===== config.mk =====
export PLATFORM = sky130hd
export DESIGN_NAME = clk_div_multi
export DESIGN_NICKNAME = d
export VERILOG_FILES = /design/src/rtl/clk_div_pkg.sv /design/src/rtl/clk_div_channel.sv /design/src/rtl/clk_div_multi.sv
export SDC_FILE = /design/constraint.sdc
export NUM_CORES = 1
export LEC_CHECK = 0
export ABC_AREA = 0
export CORE_UTILIZATION = 64
export CTS_CLUSTER_SIZE = 14
export DETAILED_ROUTE_END_ITERATION = 7
export PLACE_DENSITY = 0.88
export SLEW_MARGIN = 20
export SYNTH_ARGS = -nofsm -noshare
export SYNTH_HDL_FRONTEND = slang
export SYNTH_HIERARCHICAL = 1
export SYNTH_SLANG_ARGS = --single-unit

===== constraint.sdc =====
create_clock -name clk_in -period 7.13 [get_ports clk_in]
set_clock_uncertainty 0.15 [all_clocks]
set_input_delay 1.426 -clock clk_in [delete_from_list [all_inputs] [get_ports clk_in]]
set_output_delay 1.426 -clock clk_in [all_outputs]
set_load 0.02 [all_outputs]

===== src/rtl/clk_div_pkg.sv =====
// Shared constants and types for the multi-channel clock divider.
package clk_div_pkg;

  localparam int DEF_CNT_W = 16;
  localparam int DEF_HALF  = 50;

  typedef logic [DEF_CNT_W-1:0] cnt_t;

  typedef enum logic [1:0] {
    IDLE     = 2'd0,
    RUN      = 2'd1,
    STOPPING = 2'd2
  } ch_state_e;

endpackage


===== src/rtl/clk_div_channel.sv =====
// One divider channel: half-period counter, shadow register, run/stop FSM and tick.
// Optional phase-align input `sync` is present when CLK_DIV_PHASE_ALIGN_EN is defined.
//
// state    | meaning
// ---------|---------------------------------------------------------------
// IDLE     | stopped: counter=0, clk_out=0; pending value applied at once
// RUN      | enable high, counting half periods and toggling clk_out
// STOPPING | enable dropped while high; finish high phase, then go IDLE
module clk_div_channel
  import clk_div_pkg::*;
#(
  parameter int CNT_W        = DEF_CNT_W,
  parameter int DEFAULT_HALF = DEF_HALF
) (
  input  logic             clk_in,
  input  logic             reset,
  input  logic             enable,
  input  logic             load,
  input  logic [CNT_W-1:0] half_in,
`ifdef CLK_DIV_PHASE_ALIGN_EN
  input  logic             sync,
`endif
  output logic             clk_out,
  output logic             tick,
  output logic             pending
);

  ch_state_e        state_q, state_d;
  logic [CNT_W-1:0] counter_q, counter_d;
  logic [CNT_W-1:0] active_q, active_d;
  logic [CNT_W-1:0] shadow_q, shadow_d;
  logic             pending_q, pending_d;
  logic             clk_q, clk_d;
  logic             tick_q, tick_d;
  logic [CNT_W-1:0] eff;
  logic             boundary;
  logic             apply;

  // A programmed half period of 0 runs as 1 (clk_in/2).
  assign eff      = (active_q == '0) ? CNT_W'(1) : active_q;
  assign boundary = (counter_q >= eff - CNT_W'(1));

  always_comb begin
    state_d   = state_q;
    counter_d = counter_q;
    active_d  = active_q;
    shadow_d  = shadow_q;
    pending_d = pending_q;
    clk_d     = clk_q;
    tick_d    = 1'b0;
    apply     = 1'b0;

    unique case (state_q)
      IDLE: begin
        counter_d = '0;
        clk_d     = 1'b0;
        apply     = pending_q;
        if (enable) state_d = RUN;
      end
      RUN, STOPPING: begin
        if (!enable && !clk_q) begin
          state_d   = IDLE;
          counter_d = '0;
          clk_d     = 1'b0;
        end else begin
          if (boundary) begin
            counter_d = '0;
            clk_d     = ~clk_q;
            tick_d    = ~clk_q;
            apply     = pending_q;
          end else begin
            counter_d = counter_q + CNT_W'(1);
          end
          if (enable)        state_d = RUN;
          else if (boundary) state_d = IDLE;
          else               state_d = STOPPING;
        end
      end
      default: begin
        state_d   = IDLE;
        counter_d = '0;
        clk_d     = 1'b0;
      end
    endcase

`ifdef CLK_DIV_PHASE_ALIGN_EN
    if (sync && enable) begin
      state_d   = RUN;
      counter_d = '0;
      clk_d     = 1'b0;
      tick_d    = 1'b0;
      apply     = pending_q;
    end
`endif

    if (apply) begin
      active_d  = shadow_q;
      pending_d = 1'b0;
    end
    // A load on the apply cycle stays pending for the following boundary.
    if (load) begin
      shadow_d  = half_in;
      pending_d = 1'b1;
    end
  end

  always_ff @(posedge clk_in) begin
    if (reset) begin
      state_q   <= IDLE;
      counter_q <= '0;
      active_q  <= CNT_W'(DEFAULT_HALF);
      shadow_q  <= CNT_W'(DEFAULT_HALF);
      pending_q <= 1'b0;
      clk_q     <= 1'b0;
      tick_q    <= 1'b0;
    end else begin
      state_q   <= state_d;
      counter_q <= counter_d;
      active_q  <= active_d;
      shadow_q  <= shadow_d;
      pending_q <= pending_d;
      clk_q     <= clk_d;
      tick_q    <= tick_d;
    end
  end

  assign clk_out = clk_q;
  assign tick    = tick_q;
  assign pending = pending_q;

endmodule


===== src/rtl/clk_div_multi.sv =====
// N-channel programmable 50% duty clock divider with glitch-free divisor updates.
// Defining CLK_DIV_PHASE_ALIGN_EN adds the `sync` input for phase-aligned restarts.
module clk_div_multi
  import clk_div_pkg::*;
#(
  parameter int N_CH         = 4,
  parameter int CNT_W        = DEF_CNT_W,
  parameter int DEFAULT_HALF = DEF_HALF
) (
  input  logic                  clk_in,
  input  logic                  reset,
  input  logic [N_CH-1:0]       enable,
  input  logic [N_CH-1:0]       load,
  input  logic [N_CH*CNT_W-1:0] half_period,
`ifdef CLK_DIV_PHASE_ALIGN_EN
  input  logic                  sync,
`endif
  output logic [N_CH-1:0]       clk_out,
  output logic [N_CH-1:0]       tick,
  output logic [N_CH-1:0]       pending
);

  for (genvar i = 0; i < N_CH; i++) begin : g_ch
    clk_div_channel #(
      .CNT_W        (CNT_W),
      .DEFAULT_HALF (DEFAULT_HALF)
    ) u_ch (
      .clk_in  (clk_in),
      .reset   (reset),
      .enable  (enable[i]),
      .load    (load[i]),
      .half_in (half_period[i*CNT_W +: CNT_W]),
`ifdef CLK_DIV_PHASE_ALIGN_EN
      .sync    (sync),
`endif
      .clk_out (clk_out[i]),
      .tick    (tick[i]),
      .pending (pending[i])
    );
  end

endmodule


==> metrics.csv, run 1 <==
stage,metric,value,unit
worst_hold_path,hold path startpoint,g_ch[0].u_ch/counter_q[0],
timing,Slew @ Worst Pin,1.05,ns
yosys,Post-Synth Adder-Cell Area,0.0879,
yosys,"Cell Area, Synth",11400,um2
detailed_routing,detailed-route via count,8637,
detailed_routing,DR pass1 iterations,5,
yosys,unique cell type count in the Yosys netlist,57,
yosys,Synth Area in Simple Gates,0.250,
finish,n_diodes,0,
global_routing,initial antenna violation count,0,
cts,clk buf depth,3,
yosys,"Primary FF master, synth",dfxtp_1,
timing,Max Clk Rate,202,MHz
die,die height,135,um
die,row count,48,
finish,final core utilization,0.752,
yosys,Post-Syn Area per Cell,9.22,um2
finish,"commonest non-fill, non-tap cells in the layout","dfxtp_1, nor2_1, mux2i_1",
setup_path,CP arrival,5.23,ns
timing,setup total negative slack,0,ns
detailed_routing,DR vias/cell,5.58,
pwr,P_leak,4.98,nW
setup_path,crit path from,g_ch[0].u_ch/active_q[10],
global_routing,first-pass GRT wire length,38.4,mm
yosys,Ys Warns,6,
cts,post-CTS resize count,0,
yosys,post-synthesis sequential area ratio,0.373,
detailed_routing,DRC,0,
yosys,post-synth net total,1389,
yosys,ys async rst share,0,
global_routing,gr usage total,0.252,
cts,worst-skew pair later-pin latency,0.52,ns
setup_path,crit-path cells,nor3_1 > nand4_1 > nor3_1 > nor2_1 > ha_1 > nor3b_1 > nand2_1 > nor4_1 > nor3b_1 > xnor2_1 > ha_1 > nand4_1 > nor3_1 > nor4_2 > nand3_1 > nor2_1,
die,area of the core,17400,um2
detailed_routing,ANT nets after route,0,
cts,Worst-path clk slew,0.06,ns
timing,max-slew violations,0,
global_routing,pin count of the biggest net entering global routing,94,
setup_path,"most used cell, CP",nor3_1,
yosys,Post-synth EDFFs,0,
setup_path,Crit path largest cell delay,0.63,ns
placement,HPWL Detailed,15.8,mm
cts,CTS Hold Bufs,0,
setup_path,slowest CP cell,nand3_1,
yosys,Syn Inst Count,1235,
setup_path,R2R setup slack,2.17,ns
detailed_routing,1st-iter DRT viols,504,
outcome,status,"complete, no violations",
yosys,Synth Area in Compound Gates,0.0657,
setup_path,CP Capture Type,register,
timing,Fin. Hold Viols,0,
timing,Period minus WS final,4.96,ns
run,Max-Cap Viols,0,
global_routing,vias in the first global route,8310,
die,Die Wd,135,um
yosys,largest family of logic cells by synthesized area,simple AND/OR/NAND/NOR gates,
die,Initial Util,0.656,
timing,Worst slew margin,0.297,
cts,Root Buffer,clkbuf_16,
placement,dpl ws,2.22,ns
global_routing,gr ovfl total,0,
setup_path,startpoint types,register,
finish,Nets,1460,
timing,final period utilization,0.695,
detailed_routing,DRT Wirelength,22.7,mm
die,I/O pins,86,
setup_path,"Max FO, Critical Path",16,
yosys,XOR/XNOR Fraction of Synth Area,0.0831,
timing,RSZ-0062 raised after global routing,no,
pwr,Final Power,2.73,mW
setup_path,"Buf+Inv Stages, Crit Path",0,
placement,port bufs,85,
pwr,Power Density,209,nW/um2
finish,# fillers,1229,
cts,CTS Buf Count,24,
finish,"Area growth, synth to finish",14.7,%
setup_path,Setup CP Type,register to register,
pwr,peak supply drop,0.222,mV
cts,post-CTS setup buffers,0,
setup_path,WP data required,7.40,ns
placement,routability congestion estimate from global placement,0.838,
timing,setup slack after layout,2.17,ns
cts,htree depth,1,
detailed_routing,Wirelength per Cell,14.6,um
die,die area,18300,um2
yosys,Synth Register Bits,212,
finish,share of cells above drive strength 1,0.0763,
cts,CTS sink cnt,212,
cts,TritonCTS clock tree,done,
worst_hold_path,worst hold path type,register to register,
finish,"most common cell after layout, fill and taps aside",dfxtp_1,
setup_path,critical path's top delay family,simple AND/OR/NAND/NOR gates,
timing,final setup vio count,0,
setup_path,reg2reg start,g_ch[0].u_ch/active_q[10],
yosys,mux share of post-synthesis cell area,0.102,
-- stage by stage --
stage / hold slack [ns] / std cells / instance area [um2]
finish: 0.314 / 1549 / 13100
global route: 0.344 / 1549 / 13100
CTS: 0.309 / 1549 / 13100
detailed placement: 0.295 / 1505 / 12300
global placement: 0.290 / 1505 / 12300
floorplan: 0.276 / 1235 / 11400
-- synthesized netlist by cell type (4+ instances only) --
cell,count,share of area
a211o_1,16,0.012
a211oi_1,9,0.0059
a21oi_1,27,0.012
and3_1,14,0.0077
and4_1,5,0.0038
buf_2,5,0.0022
buf_6,7,0.0069
clkbuf_1,28,0.0092
dfxtp_1,212,0.37
ha_1,80,0.088
inv_1,36,0.012
mux2i_1,116,0.10
nand2_1,52,0.017
nand2b_1,81,0.045
nand3_1,39,0.017
nand3b_1,7,0.0046
nand4_1,23,0.013
nor2_1,196,0.065
nor2b_1,16,0.0088
nor3_1,35,0.015
nor3b_1,7,0.0046
nor4_1,17,0.0093
nor4b_1,4,0.0031
o21ai_0,16,0.0070
or2_2,5,0.0027
or2b_2,28,0.022
xnor2_1,66,0.051
xor2_1,42,0.032
-- state kept, by name, indices dropped and copies added (netlist names) --
signal,flops
g_ch.u_ch/state_q,8
g_ch.u_ch/tick,4
g_ch.u_ch/shadow_q,64
g_ch.u_ch/active_q,64
g_ch.u_ch/clk_out,4
g_ch.u_ch/counter_q,64
g_ch.u_ch/pending,4
-- metal layers --
layer	wire (um)	global-route usage
met2	11000	0.445
met5	0	0
met1	10300	0.322
met4	484	0.0668
met3	866	0.0333
-- worst paths after layout --
kind	to	depth (start not counted)
hold / removal	g_ch[0].u_ch/counter_q[0]	1
setup reg to reg	g_ch[0].u_ch/counter_q[8]	16
setup / recovery	g_ch[0].u_ch/counter_q[8]	16
hold reg to reg	g_ch[0].u_ch/counter_q[0]	1
-- report_power, final --
| group | switching (mW) | total [mW] | internal, mW |
|---|---|---|---|
| Clock | 0.476 | 1.20 | 0.721 |
| Sequential | 0.0318 | 1.26 | 1.22 |
| Combinational | 0.133 | 0.274 | 0.141 |
| Total | 0.640 | 2.73 | 2.09 |
-- area by class of cell --
class,count,area [um2],share of cell area
multi-input cells,941,6720,0.515
inverters,36,135,0.0104
clock buffers,38,714,0.0547
clock inverters,6,60.1,0.00460
well taps,225,282,0.0216
flip-flops and latches,212,4240,0.325
repair buffers,91,893,0.0685
-- cells by family after synthesis --
family                   after synthesis
AND/OR/NAND/NOR                      541
flip-flops                           212
multiplexers                         116
XOR/XNOR                             108
AO/OA/AOI/OAI                         96
buffers and inverters                 82
adder cells (fa/ha/maj)               80
Power figures use the tool's default switching activity.
==> inputs of run 2 (changes only) <==
--- a/config.mk
+++ b/config.mk
@@ -6,10 +6,10 @@
 export NUM_CORES = 1
 export LEC_CHECK = 0
 export ABC_AREA = 0
-export CORE_UTILIZATION = 64
+export CORE_UTILIZATION = 59
 export CTS_CLUSTER_SIZE = 14
 export DETAILED_ROUTE_END_ITERATION = 7
-export PLACE_DENSITY = 0.88
+export PLACE_DENSITY = 0.82
 export SLEW_MARGIN = 20
 export SYNTH_ARGS = -nofsm -noshare
 export SYNTH_HDL_FRONTEND = slang
==> constraint.sdc (replaced) <==
create_clock -name clk_in -period 5.08 [get_ports clk_in]
set_clock_uncertainty 0.15 [all_clocks]
set_input_delay 1.016 -clock clk_in [delete_from_list [all_inputs] [get_ports clk_in]]
set_output_delay 1.016 -clock clk_in [all_outputs]
set_load 0.02 [all_outputs]
==> run 2 against run 1 <==
Effect of this change: sequential power increased by 40%; flip-flop and latch count unchanged; clock power increased by 44%; first-iteration DRC count decreased by 34%; worst hold slack about the same; die area increased by 8.3%; count of clock-buffer cells in the layout decreased by 6; combinational power increased by 41%; core utilization decreased by 5.2 points; final area increased by 0.97%; non-clock buffer count increased by 6; global-route usage decreased by 2.5 points.
==> metrics.csv, run 2 (synthesized netlist as in run 1, its figures left out) <==
stage,metric,value,unit
global_routing,gr usage total,0.227,
timing,max-slew violations,0,
detailed_routing,1st-iter DRT viols,331,
setup_path,Setup CP Type,register to register,
detailed_routing,detailed-route via count,8587,
placement,placed inst area,12400,um2
detailed_routing,DR pass1 iterations,4,
setup_path,critical path's top delay family,simple AND/OR/NAND/NOR gates,
die,die height,141,um
detailed_routing,DR vias/cell,5.41,
timing,setup total negative slack,0,ns
pwr,peak supply drop,0.254,mV
finish,biggest regs,"g_ch.u_ch/active_q: 64 flops, g_ch.u_ch/counter_q: 64 flops, g_ch.u_ch/shadow_q: 64 flops",
timing,Max Clk Rate,221,MHz
detailed_routing,DRT Wirelength,22.1,mm
finish,"most common cell after layout, fill and taps aside",dfxtp_1,
die,I/O pins,86,
detailed_routing,ANT nets after route,0,
timing,Worst slew margin,0.285,
placement,HPWL Detailed,15.6,mm
global_routing,first-pass GRT wire length,38.1,mm
die,row count,50,
cts,worst-skew pair later-pin latency,0.51,ns
timing,Slew @ Worst Pin,1.07,ns
finish,n_diodes,0,
detailed_routing,DRC,0,
setup_path,"Max FO, Critical Path",17,
detailed_routing,Wirelength per Cell,13.9,um
die,area of the core,18800,um2
outcome,status,"complete, no violations",
run,Max-Cap Viols,0,
pwr,Power Density,294,nW/um2
global_routing,initial antenna violation count,0,
setup_path,Crit path largest cell delay,0.54,ns
setup_path,CP Capture Type,register,
die,Die Wd,141,um
cts,CTS sink cnt,212,
setup_path,crit-path cells,or4_4 > or4_4 > nor4b_2 > nor2_1 > ha_1 > nand3b_1 > or2_2 > nor4_1 > xnor2_1 > ha_1 > nand4_1 > a211oi_1 > a32oi_1 > a31oi_2 > buf_4 > mux2i_1,
timing,final period utilization,0.889,
cts,htree depth,1,
setup_path,"Buf+Inv Stages, Crit Path",1,
die,Initial Util,0.604,
global_routing,vias in the first global route,8466,
finish,"Area growth, synth to finish",15.8,%
cts,post-CTS resize count,0,
global_routing,pin count of the biggest net entering global routing,133,
finish,share of cells above drive strength 1,0.0836,
timing,Period minus WS final,4.52,ns
global_routing,"Most Used Layer, Global Route",met2,
placement,port bufs,85,
cts,TritonCTS clock tree,done,
cts,clk buf depth,3,
finish,# fillers,1464,
cts,post-CTS setup buffers,0,
timing,RSZ-0062 raised after global routing,no,
global_routing,met3 GRT Util,0.0363,
timing,final setup vio count,0,
timing,Fin. Hold Viols,0,
cts,Root Buffer,clkbuf_16,
finish,"commonest non-fill, non-tap cells in the layout","dfxtp_1, nor2_1, mux2i_1",
global_routing,gr ovfl total,0,
global_routing,met1 Usage GRT,0.289,
setup_path,WP data required,5.36,ns
finish,Nets,1465,
global_routing,M2 GR Usage,0.399,
cts,Worst-path clk slew,0.06,ns
setup_path,CP arrival,4.80,ns
finish,Final Instance Area,13200,um2
pwr,P_leak,5.02,nW
placement,routability congestion estimate from global placement,0.886,
setup_path,startpoint types,register,
die,die area,19900,um2
cts,CTS Buf Count,23,
cts,CTS Hold Bufs,0,
setup_path,slowest CP cell,or4_4,
finish,multi-input logic area,6740,um2
finish,Reg area,4240,um2
worst_hold_path,worst hold path type,register to register,
## run 2: cell types whose count changed in the layout (fill, tap and decap cells not counted), sizes merged
| cell | change |
|---|---|
| buf | +6 |
| clkbuf | -6 |
| bufinv | +2 |
| clkinv | +1 |
| inv | +1 |
## run 2: worst register-to-register path, cell delays in order (launching register included)
cell and delay (ns):
dfxtp_1 0.35, or4_4 0.54, or4_4 0.47, nor4b_2 0.33, nor2_1 0.11, ha_1 0.24
nand3b_1 0.13, or2_2 0.16, nor4_1 0.06, xnor2_1 0.13, ha_1 0.30, nand4_1 0.16
a211oi_1 0.22, a32oi_1 0.26, a31oi_2 0.26, buf_4 0.31, mux2i_1 0.26
## run 2: final timing paths
path	startpoint	endpoint	slack, ns	cells after the start
worst max-delay path	g_ch[3].u_ch/active_q[8]	g_ch[3].u_ch/active_q[0]	0.56	16
worst min-delay path	g_ch[2].u_ch/counter_q[0]	g_ch[2].u_ch/counter_q[0]	0.31	1
worst max register to register	g_ch[3].u_ch/active_q[8]	g_ch[3].u_ch/active_q[0]	0.56	16
worst min register to register	g_ch[2].u_ch/counter_q[0]	g_ch[2].u_ch/counter_q[0]	0.31	1
## run 2: area by class of cell
class / count / area share
clock inverter: 10 / 0.0102
tap: 260 / 0.0247
sequential: 212 / 0.322
clock buffer: 32 / 0.0500
multi-input combinational: 941 / 0.511
inverter: 36 / 0.0103
timing repair buffer: 97 / 0.0715
## run 2: stage by stage
step           worst slack, ns  utilization  total power, mW  hold slack (ns)  instances
3_3_place_gp             0.582        0.657             2.17            0.294       1546
4_1_cts                  0.344        0.699             3.92            0.312       1588
3_5_place_dp             0.420        0.657             2.18            0.297       1546
5_1_grt                 0.0662        0.700             4.03            0.336       1588
6_report                 0.562        0.700             3.88            0.313       1588
2_1_floorplan            0.834            -             2.07            0.276       1235
## run 2: power breakdown
| part | switching [mW] | internal (mW) | leakage, nW | total [mW] |
|---|---|---|---|---|
| registers | 0.0436 | 1.72 | 1.73 | 1.76 |
| logic | 0.186 | 0.201 | 2.91 | 0.387 |
| clock network | 0.671 | 1.06 | 0.387 | 1.73 |
| total | 0.901 | 2.98 | 5.02 | 3.88 |
## run 2: metal layers
layer | up-vias | wire [um]
li1 | 4393 | -
met1 | 4001 | 10300
met2 | 148 | 10400
met3 | 45 | 854
met4 | 0 | 521
met5 | - | 0
==> inputs of run 3 (changes only) <==
--- a/config.mk
+++ b/config.mk
@@ -9,6 +9,8 @@
 export CORE_UTILIZATION = 59
 export CTS_CLUSTER_SIZE = 14
 export DETAILED_ROUTE_END_ITERATION = 7
+export HOLD_SLACK_MARGIN = 0.1
+export MAX_ROUTING_LAYER = met4
 export PLACE_DENSITY = 0.82
 export SLEW_MARGIN = 20
 export SYNTH_ARGS = -nofsm -noshare
==> run 3 against run 2 <==
Effect of this change: total power hardly changed; first-iteration DRC count is 1.2% higher; routed wire length hardly changed; via count is 0.13% higher; worst setup slack better by 0.0069 ns; sequential share of layout area stayed put; clock power hardly changed; global-route usage is 0.70 points higher; non-clock buffer count stayed put; worst hold slack hardly changed; register-to-register slack hardly changed; die area stayed put; critical endpoint is now g_ch[3].u_ch/active_q[5].
==> metrics.csv, run 3 (synthesized netlist as in run 1, its figures left out) <==
stage,metric,value,unit
die,I/O pins,86,
cts,worst-skew pair later-pin latency,0.51,ns
pwr,Psw,0.901,mW
finish,"commonest non-fill, non-tap cells in the layout","dfxtp_1, nor2_1, mux2i_1",
placement,port bufs,85,
cts,CTS sink cnt,212,
finish,"Area growth, synth to finish",15.8,%
detailed_routing,DRT Wirelength,22.1,mm
detailed_routing,DRC,0,
placement,HPWL Detailed,15.6,mm
die,die area,19900,um2
timing,final period utilization,0.888,
detailed_routing,DR vias/cell,5.41,
detailed_routing,Wirelength per Cell,13.9,um
setup_path,WP data required,5.36,ns
timing,RSZ-0062 raised after global routing,no,
cts,CTS Buf Count,23,
pwr,internal power,2.98,mW
finish,"most common cell after layout, fill and taps aside",dfxtp_1,
placement,placed inst area,12400,um2
finish,share of cells above drive strength 1,0.0836,
timing,Slew @ Worst Pin,1.07,ns
run,Max-Cap Viols,0,
finish,# fillers,1464,
cts,clk buf depth,3,
timing,max-slew violations,0,
worst_hold_path,worst hold path type,register to register,
finish,Nets,1465,
timing,Max Clk Rate,222,MHz
global_routing,gr usage total,0.234,
die,die height,141,um
pwr,Sw Share,0.232,
pwr,Clk pwr share,0.446,
timing,Worst slew margin,0.285,
setup_path,"Max FO, Critical Path",17,
cts,TritonCTS clock tree,done,
finish,final cell count without fillers,1588,
pwr,combinational power share,0.100,
timing,Fin. Hold Viols,0,
global_routing,pin count of the biggest net entering global routing,133,
pwr,Power Density,294,nW/um2
cts,htree depth,1,
global_routing,initial antenna violation count,0,
finish,final core utilization,0.700,
cts,post-CTS setup buffers,0,
setup_path,Setup CP Type,register to register,
die,Initial Util,0.604,
global_routing,first-pass GRT wire length,38.1,mm
die,row count,50,
detailed_routing,DR pass1 iterations,4,
detailed_routing,1st-iter DRT viols,335,
finish,Final Instance Area,13200,um2
timing,setup total negative slack,0,ns
placement,dpl cells,1546,
outcome,status,"complete, no violations",
die,area of the core,18800,um2
die,Die Wd,141,um
setup_path,CP arrival,4.79,ns
finish,n_diodes,0,
pwr,peak supply drop,0.254,mV
setup_path,CP Capture Type,register,
setup_path,startpoint types,register,
global_routing,gr ovfl total,0,
cts,Worst-path clk slew,0.06,ns
pwr,P_leak,5.02,nW
timing,Period minus WS final,4.51,ns
pwr,Reg power frac,0.454,
placement,routability congestion estimate from global placement,0.901,
global_routing,vias in the first global route,8465,
cts,Root Buffer,clkbuf_16,
timing,final setup vio count,0,
finish,biggest regs,"g_ch.u_ch/active_q: 64 flops, g_ch.u_ch/counter_q: 64 flops, g_ch.u_ch/shadow_q: 64 flops",
detailed_routing,detailed-route via count,8598,
detailed_routing,ANT nets after route,0,
[run 3: area by class of cell]
| cell class | count | area [um2] | share of cell area |
|---|---|---|---|
| Clock inverter | 10 | 134 | 0.0102 |
| Sequential cell | 212 | 4240 | 0.322 |
| Inverter | 36 | 135 | 0.0103 |
| Tap cell | 260 | 325 | 0.0247 |
| Timing Repair Buffer | 97 | 942 | 0.0715 |
| Clock buffer | 32 | 659 | 0.0500 |
| Multi-Input combinational cell | 941 | 6740 | 0.511 |
[run 3: path summary, 6_finish.rpt]
kind,startpoint,endpoint,slack (ns),cells after the start
hold / removal,g_ch[2].u_ch/counter_q[0],g_ch[2].u_ch/counter_q[0],0.31,1
setup / recovery,g_ch[3].u_ch/active_q[8],g_ch[3].u_ch/active_q[5],0.57,16
hold reg to reg,g_ch[2].u_ch/counter_q[0],g_ch[2].u_ch/counter_q[0],0.31,1
setup reg to reg,g_ch[3].u_ch/active_q[8],g_ch[3].u_ch/active_q[5],0.57,16
[run 3: critical path, stage by stage (launching register included)]
cell      delay (ns)
dfxtp_1         0.35
or4_4           0.54
or4_4           0.47
nor4b_2         0.32
nor2_1          0.11
ha_1            0.24
nand3b_1        0.13
or2_2           0.16
nor4_1          0.06
xnor2_1         0.13
ha_1            0.30
nand4_1         0.16
a211oi_1        0.22
a32oi_1         0.26
a31oi_2         0.26
buf_4           0.31
mux2i_1         0.24
[run 3: power by group through the flow]
stage               clock network, mW  registers [mW]  logic (mW)
finish                           1.73            1.76       0.387
global route                     1.83            1.77       0.429
CTS                              1.77            1.76       0.388
detailed placement                  0            1.80       0.384
global placement                    0            1.79       0.373
floorplan                           0            1.79       0.285
[run 3: metal layers]
metal	vias to the layer above	GRT usage	wire, um
li1	4394	-	-
met1	4004	0.288	10400
met2	153	0.400	10400
met3	47	0.0363	777
met4	0	0.0629	523
met5	-	-	0
[run 3: metrics by stage]
step / power (mW) / worst slack, ns / hold WS, ns
floorplan: 2.07 / 0.834 / 0.276
global placement: 2.17 / 0.582 / 0.294
detailed placement: 2.18 / 0.420 / 0.297
CTS: 3.92 / 0.344 / 0.312
global route: 4.03 / 0.0662 / 0.336
finish: 3.88 / 0.568 / 0.313
[run 3: what timing repair did]
action | CTS | global route
resized for setup | 0 | 2
endpoints found under the setup margin | 0 | 11
hold buffers | 0 | 0
